**config.mk**
```make
export PLATFORM = sky130hd
export DESIGN_NAME = tsc_sync_ctl
export DESIGN_NICKNAME = d
export VERILOG_FILES = /design/src/rtl/tsc_sync_ctl.sv
export SDC_FILE = /design/constraint.sdc
export NUM_CORES = 1
export LEC_CHECK = 0
export ABC_AREA = 1
export BUFFER_PORTS_ARGS = -buffer_cell sky130_fd_sc_hd__buf_2
export CAP_MARGIN = 20
export CELL_PAD_IN_SITES_DETAIL_PLACEMENT = 1
export CELL_PAD_IN_SITES_GLOBAL_PLACEMENT = 1
export CORE_ASPECT_RATIO = 1.4
export CORE_MARGIN = 5
export CORE_UTILIZATION = 34
export DETAILED_ROUTE_END_ITERATION = 8
export PLACE_DENSITY_LB_ADDON = 0.2
export SLEW_MARGIN = 20
export SYNTH_ARGS = -nofsm -noshare
export SYNTH_HDL_FRONTEND = slang
export SYNTH_SLANG_ARGS = --single-unit
```
**constraint.sdc**
```tcl
create_clock -name clk -period 2.6 [get_ports clk]
set_clock_uncertainty 0.1 [all_clocks]
set_input_delay 0.26 -clock clk [delete_from_list [all_inputs] [get_ports clk]]
set_output_delay 0.26 -clock clk [all_outputs]
set_load 0.05 [all_outputs]
```
**src/rtl/tsc_sync_ctl.sv**
```systemverilog
// tsc_sync_ctl: qualifies the GPS 1PPS, arms a TSC realignment, then tracks the
// phase error reported by the TSC PLL and forces a resync when it persists.
module tsc_sync_ctl #(
   parameter int unsigned PERIOD      = 200000000,
   parameter int unsigned TOL         = 1000,
   parameter int unsigned QUAL_CNT    = 3,
   parameter int unsigned PDIFF_LIMIT = 100,
   parameter int unsigned ERR_CNT     = 4
) (
   input  logic        clk,
   input  logic        rst_n,
   input  logic        gps_1pps,
   input  logic        gps_3dfix_d,
   input  logic        pll_trig,
   input  logic [31:0] pdiff_1pps,
   output logic        tsc_sync,
   output logic        pfd_resync,
   output logic        locked,
   output logic [2:0]  sync_state,
   output logic [15:0] resync_cnt
);

   localparam logic [2:0]  IDLE     = 3'd0;
   localparam logic [2:0]  QUALIFY  = 3'd1;
   localparam logic [2:0]  ARM      = 3'd2;
   localparam logic [2:0]  TRACK    = 3'd3;
   localparam logic [2:0]  HOLDOVER = 3'd4;

   localparam logic [31:0] WIN_LO    = 32'(PERIOD - TOL);
   localparam logic [31:0] WIN_HI    = 32'(PERIOD + TOL);
   localparam logic [31:0] TMO_VAL   = 32'(PERIOD + TOL + 1);
   localparam logic [15:0] QUAL_MAX  = 16'(QUAL_CNT);
   localparam logic [15:0] ERR_MAX   = 16'(ERR_CNT);
   localparam logic [32:0] PDIFF_MAX = 33'(PDIFF_LIMIT);

   logic        run;
   logic [31:0] ivl_cnt;
   logic        pps_seen;
   logic [15:0] good_cnt;
   logic [15:0] good_nxt;
   logic [15:0] err_cnt;
   logic [15:0] err_nxt;
   logic [15:0] resync_nxt;
   logic [2:0]  state_nxt;
   logic        trk_entry;
   logic        trk_entry_nxt;
   logic        pulse_good;
   logic        timeout;
   logic [32:0] pdiff_ext;
   logic [32:0] pdiff_mag;
   logic        phase_err;

   // Keep everything frozen for one edge after reset release
   always_ff @(posedge clk or negedge rst_n) begin
      if (!rst_n) run <= 1'b0;
      else        run <= 1'b1;
   end

   // Interval counter since the last pulse, and "a pulse was seen since IDLE" flag
   always_ff @(posedge clk or negedge rst_n) begin
      if (!rst_n) begin
         ivl_cnt  <= '0;
         pps_seen <= 1'b0;
      end else if (run) begin
         if (gps_1pps)            ivl_cnt <= 32'd1;
         else if (ivl_cnt != '1)  ivl_cnt <= ivl_cnt + 32'd1;
         pps_seen <= (sync_state != IDLE) && (pps_seen || gps_1pps);
      end
   end

   // Pulse classification, timeout and 33-bit phase-error magnitude
   always_comb begin
      pulse_good = pps_seen && (ivl_cnt >= WIN_LO) && (ivl_cnt <= WIN_HI);
      timeout    = !gps_1pps && (ivl_cnt == TMO_VAL);
      pdiff_ext  = {pdiff_1pps[31], pdiff_1pps};
      pdiff_mag  = pdiff_1pps[31] ? (~pdiff_ext + 33'd1) : pdiff_ext;
      phase_err  = pdiff_mag > PDIFF_MAX;
   end

   // Next-state and counter update; loss of fix overrides everything
   always_comb begin
      state_nxt     = sync_state;
      good_nxt      = good_cnt;
      err_nxt       = err_cnt;
      resync_nxt    = resync_cnt;
      trk_entry_nxt = 1'b0;
      if (!gps_3dfix_d) begin
         state_nxt = IDLE;
         good_nxt  = '0;
         err_nxt   = '0;
      end else begin
         case (sync_state)
            IDLE: begin
               state_nxt = QUALIFY;
               good_nxt  = '0;
               err_nxt   = '0;
            end
            QUALIFY: begin
               if (gps_1pps) begin
                  if (!pulse_good) begin
                     good_nxt = '0;
                  end else if (good_cnt + 16'd1 >= QUAL_MAX) begin
                     state_nxt = ARM;
                     good_nxt  = '0;
                  end else begin
                     good_nxt = good_cnt + 16'd1;
                  end
               end else if (timeout) begin
                  good_nxt = '0;
               end
            end
            ARM: begin
               if (gps_1pps) begin
                  state_nxt     = TRACK;
                  err_nxt       = '0;
                  trk_entry_nxt = 1'b1;
               end else if (timeout) begin
                  state_nxt = QUALIFY;
                  good_nxt  = '0;
               end
            end
            TRACK: begin
               if (timeout) begin
                  state_nxt = HOLDOVER;
                  err_nxt   = '0;
               end else if (pll_trig) begin
                  if (!phase_err) begin
                     err_nxt = '0;
                  end else if (err_cnt + 16'd1 >= ERR_MAX) begin
                     state_nxt = ARM;
                     err_nxt   = '0;
                     if (resync_cnt != 16'hFFFF) resync_nxt = resync_cnt + 16'd1;
                  end else begin
                     err_nxt = err_cnt + 16'd1;
                  end
               end
            end
            HOLDOVER: begin
               if (gps_1pps) begin
                  if (pulse_good) begin
                     state_nxt = TRACK;
                     err_nxt   = '0;
                  end else begin
                     state_nxt = QUALIFY;
                     good_nxt  = '0;
                  end
               end
            end
            default: begin
               state_nxt = IDLE;
               good_nxt  = '0;
               err_nxt   = '0;
            end
         endcase
      end
   end

   // State, counters and registered outputs derived from the next state
   always_ff @(posedge clk or negedge rst_n) begin
      if (!rst_n) begin
         sync_state <= IDLE;
         good_cnt   <= '0;
         err_cnt    <= '0;
         resync_cnt <= '0;
         trk_entry  <= 1'b0;
         tsc_sync   <= 1'b0;
         locked     <= 1'b0;
         pfd_resync <= 1'b0;
      end else if (run) begin
         sync_state <= state_nxt;
         good_cnt   <= good_nxt;
         err_cnt    <= err_nxt;
         resync_cnt <= resync_nxt;
         trk_entry  <= trk_entry_nxt;
         tsc_sync   <= (state_nxt == ARM);
         locked     <= (state_nxt == TRACK);
         pfd_resync <= trk_entry;
      end
   end

endmodule

```
==> impl_metrics.ini <==
[placement]
dpl_cell_area_sq_um = 7530
dp_slack_ns = 0.0411
port-buffer-count = 58
place_congestion = 0.892
post-place-cells = 1330
dp_hpwl_microns = 16700

[floorplanning]
core-area_sq_um = 19300
die_height_microns = 176
start_util_pct = 34.6
die_area_sq_um = 22600
io_pins = 59
rows = 60
die_width_microns = 128

[sta]
finalSetupViolations = 0
setup_ws_ns = 0.172
drv_slew = 0
fin_setup_tns_ns = 0
fmax_mhz = 412
fin_hold_ws_ns = 0.157
worstMarginPinSlew_ns = 0.600
min_period_ns = 2.43
fin_crit_sh_pct = 93.4
hold_viol = 0
slew_headroom_pct = 59.6

[clocking]
numCtsBuffers = 9
insertion_delay_ns = 0.36
htree_levels = 3
cts.path.max_buffers = 2
cts.sinks = 89
cts_tree = built
clk_pin_slew_ns = 0.07
cts_root_buf = clkbuf_16

[power_and_ir_drop]
p_leak_nw = 3.80
p_per_area_nw_per_um2 = 413
p_sw_share_pct = 26.9
pwr-share-clk_pct = 45.5
vdd.ir_drop.worst_v = 0.000295
seqPwrFrac_pct = 43.1
power.switching_mw = 0.881
power_mw = 3.28
power_frac_comb_pct = 11.4
p_int_mw = 2.40

[route]
vias = 6763
drc_errors = 0
drtAntennaViolNets = 0
drt_iter0_drc = 232
dr.pass1.iters = 4
via_per_inst = 5.02
wire_per_inst_microns = 15.5
routed_wl_microns = 20900

[final_layout]
fin_area_sq_um = 7940
drive_gt1_share_pct = 15.3
post-route-util_pct = 41.1
areaGrowthSynthToFinish_pct = 19.0
stdcell_count = 1348
antenna_cells = 0
nNetsFinal = 1140

[global_routing]
grt_pass1_vias = 7199
antenna_found_initial = 0
grt_max_degree = 83
overflow = 0
grt.total_usage_pct = 19.3
grt_first_pass_wirelength_microns = 35100

[setup_path]
r2r-start = ivl_cnt[9]
reg2reg_slack_ns = 0.17
crit_fanout = 23
worst_ep_arrival_time_ns = 2.57
reg2reg_depth = 12
cp.required_ns = 2.75
end_kind = register
start_kind = register
rr_endpoint = ivl_cnt[15]
worstSetupPathType = register to register

[yosys]
synthAdderAreaFrac_pct = 1.50
synth_flop_cell = dfrtp_1
yosys.area_share.simple_pct = 38.4
synth_top_family_by_area = simple AND/OR/NAND/NOR gates
yosys.cell_count.top_type = nand2_1
postSynth.asyncResetShare_pct = 100
yosysTopAreaCell = dfrtp_1
synth_edf_count = 0
yosys_warnings = 0
yosys.cell_types.count = 45
syn_area_per_cell_sq_um = 6.68
synth-seq-cells = 89
seq_area_frac_synth_pct = 33.4
muxShareOfSynthArea_pct = 0
yosys-top-cells-count = 256 x nand2_1, 145 x inv_1, 109 x nor2_1
netlist_area_sq_um = 6670
synth.area.top_cells = dfrtp_1 33%, nand2_1 14%, inv_1 8.2%, nand3_1 6.8%, nor2_1 6.1%
yosysTopAreaCellShare_pct = 33.4
synth-xor-area-share_pct = 6.70
synth_cells = 999
synth_compound_area_share_pct = 10.2
synth_nets = 1044

[min_path]
hold_path_class = input pin to asynchronous set/reset pin

[outcome]
run_status = finished, final reports clean

[job]
max_cap_violations = 0
placed cells by master, fill, tap and decap left out, types with 13 or more instances in the layout:
cell       n
buf_2     57
xnor2_1   13
nand3_1   90
nor3_1    34
xor2_1    38
inv_1    145
a21oi_1   27
nor2_1   101
nand4_1   24
o21ai_0   58
nand2_1  256
nor2_2    16
buf_4     40
dfrtp_1   88
state kept, by name, summed over array words and instances (netlist names):
| name | count |
|---|---|
| err_cnt | 16 |
| good_cnt | 16 |
| ivl_cnt | 32 |
| locked | 1 |
| pfd_resync | 1 |
| pps_seen | 1 |
| resync_cnt | 16 |
| run | 1 |
| sync_state | 3 |
| trk_entry | 1 |
| tsc_sync | 1 |
layout make-up:
class | count | area (sq um)
Sequential cell | 89 | 2230
Clock inverter | 6 | 95.1
Multi-Input combinational cell | 747 | 3850
Fill cell | 2547 | 11400
Inverter | 147 | 557
Clock buffer | 10 | 239
Timing Repair Buffer | 101 | 656
Tap cell | 248 | 310
worst max path at each step:
stage | end | slack (ns) | from | depth (start not counted)
final | ivl_cnt[15] | 0.17 | ivl_cnt[9] | 12
after global routing | err_cnt[0] | -0.001 | err_cnt[0] | 15
after CTS | err_cnt[1] | 0.09 | err_cnt[0] | 13
after detailed placement | resync_cnt[4] | 0.04 | pdiff_1pps[1] | 19
after global placement | resync_cnt[6] | 0.12 | pdiff_1pps[0] | 19
after floorplan | resync_cnt[4] | 0.38 | sync_state[1] | 8
power groups by stage:
stage | logic, mW | registers, mW | clock network (mW)
6_report | 0.374 | 1.41 | 1.49
3_3_place_gp | 0.374 | 1.44 | 0
2_1_floorplan | 0.201 | 1.44 | 0
4_1_cts | 0.382 | 1.41 | 1.54
3_5_place_dp | 0.380 | 1.44 | 0
5_1_grt | 0.428 | 1.41 | 1.59
metal layers:
metal | vias up | global-route usage, % | wire length, microns
li1 | 3422 | - | -
met1 | 3226 | 21.0 | 8380
met3 | 32 | 2.65 | 512
met4 | 0 | 7.79 | 599
met5 | - | 0 | 0
met2 | 83 | 36.9 | 11400
critical path, cell delays in order (launching register included):
cell and delay (ns):
dfrtp_1 0.44, nand2_1 0.11, inv_1 0.12, nand3_1 0.17, nor3_2 0.27, nand2_1 0.13, nand2_2 0.07, buf_4 0.28
nor3_2 0.09, nand2_1 0.14, nor4_2 0.06, buf_4 0.13, o211a_1 0.19
timing repair:
item	in CTS	in global routing
buffers inserted	0	1
gates resized for setup	0	15
hold endpoints to repair	89	0
endpoints found under the setup margin	0	20
hold buffers	1	0
cells by family (layout without fill, tap and decap cells):
| logic type | count (synthesis) | in the layout |
|---|---|---|
| xor gates and xnor gates | 51 | 51 |
| and+or+nand+nor | 568 | 568 |
| buffers and inverters | 163 | 264 |
| DFF | 89 | 89 |
| adders and majority gates | 8 | 8 |
| other | 1 | 1 |
| AOI/OAI and AO/OA | 119 | 119 |
Power figures use the tool's default switching activity.
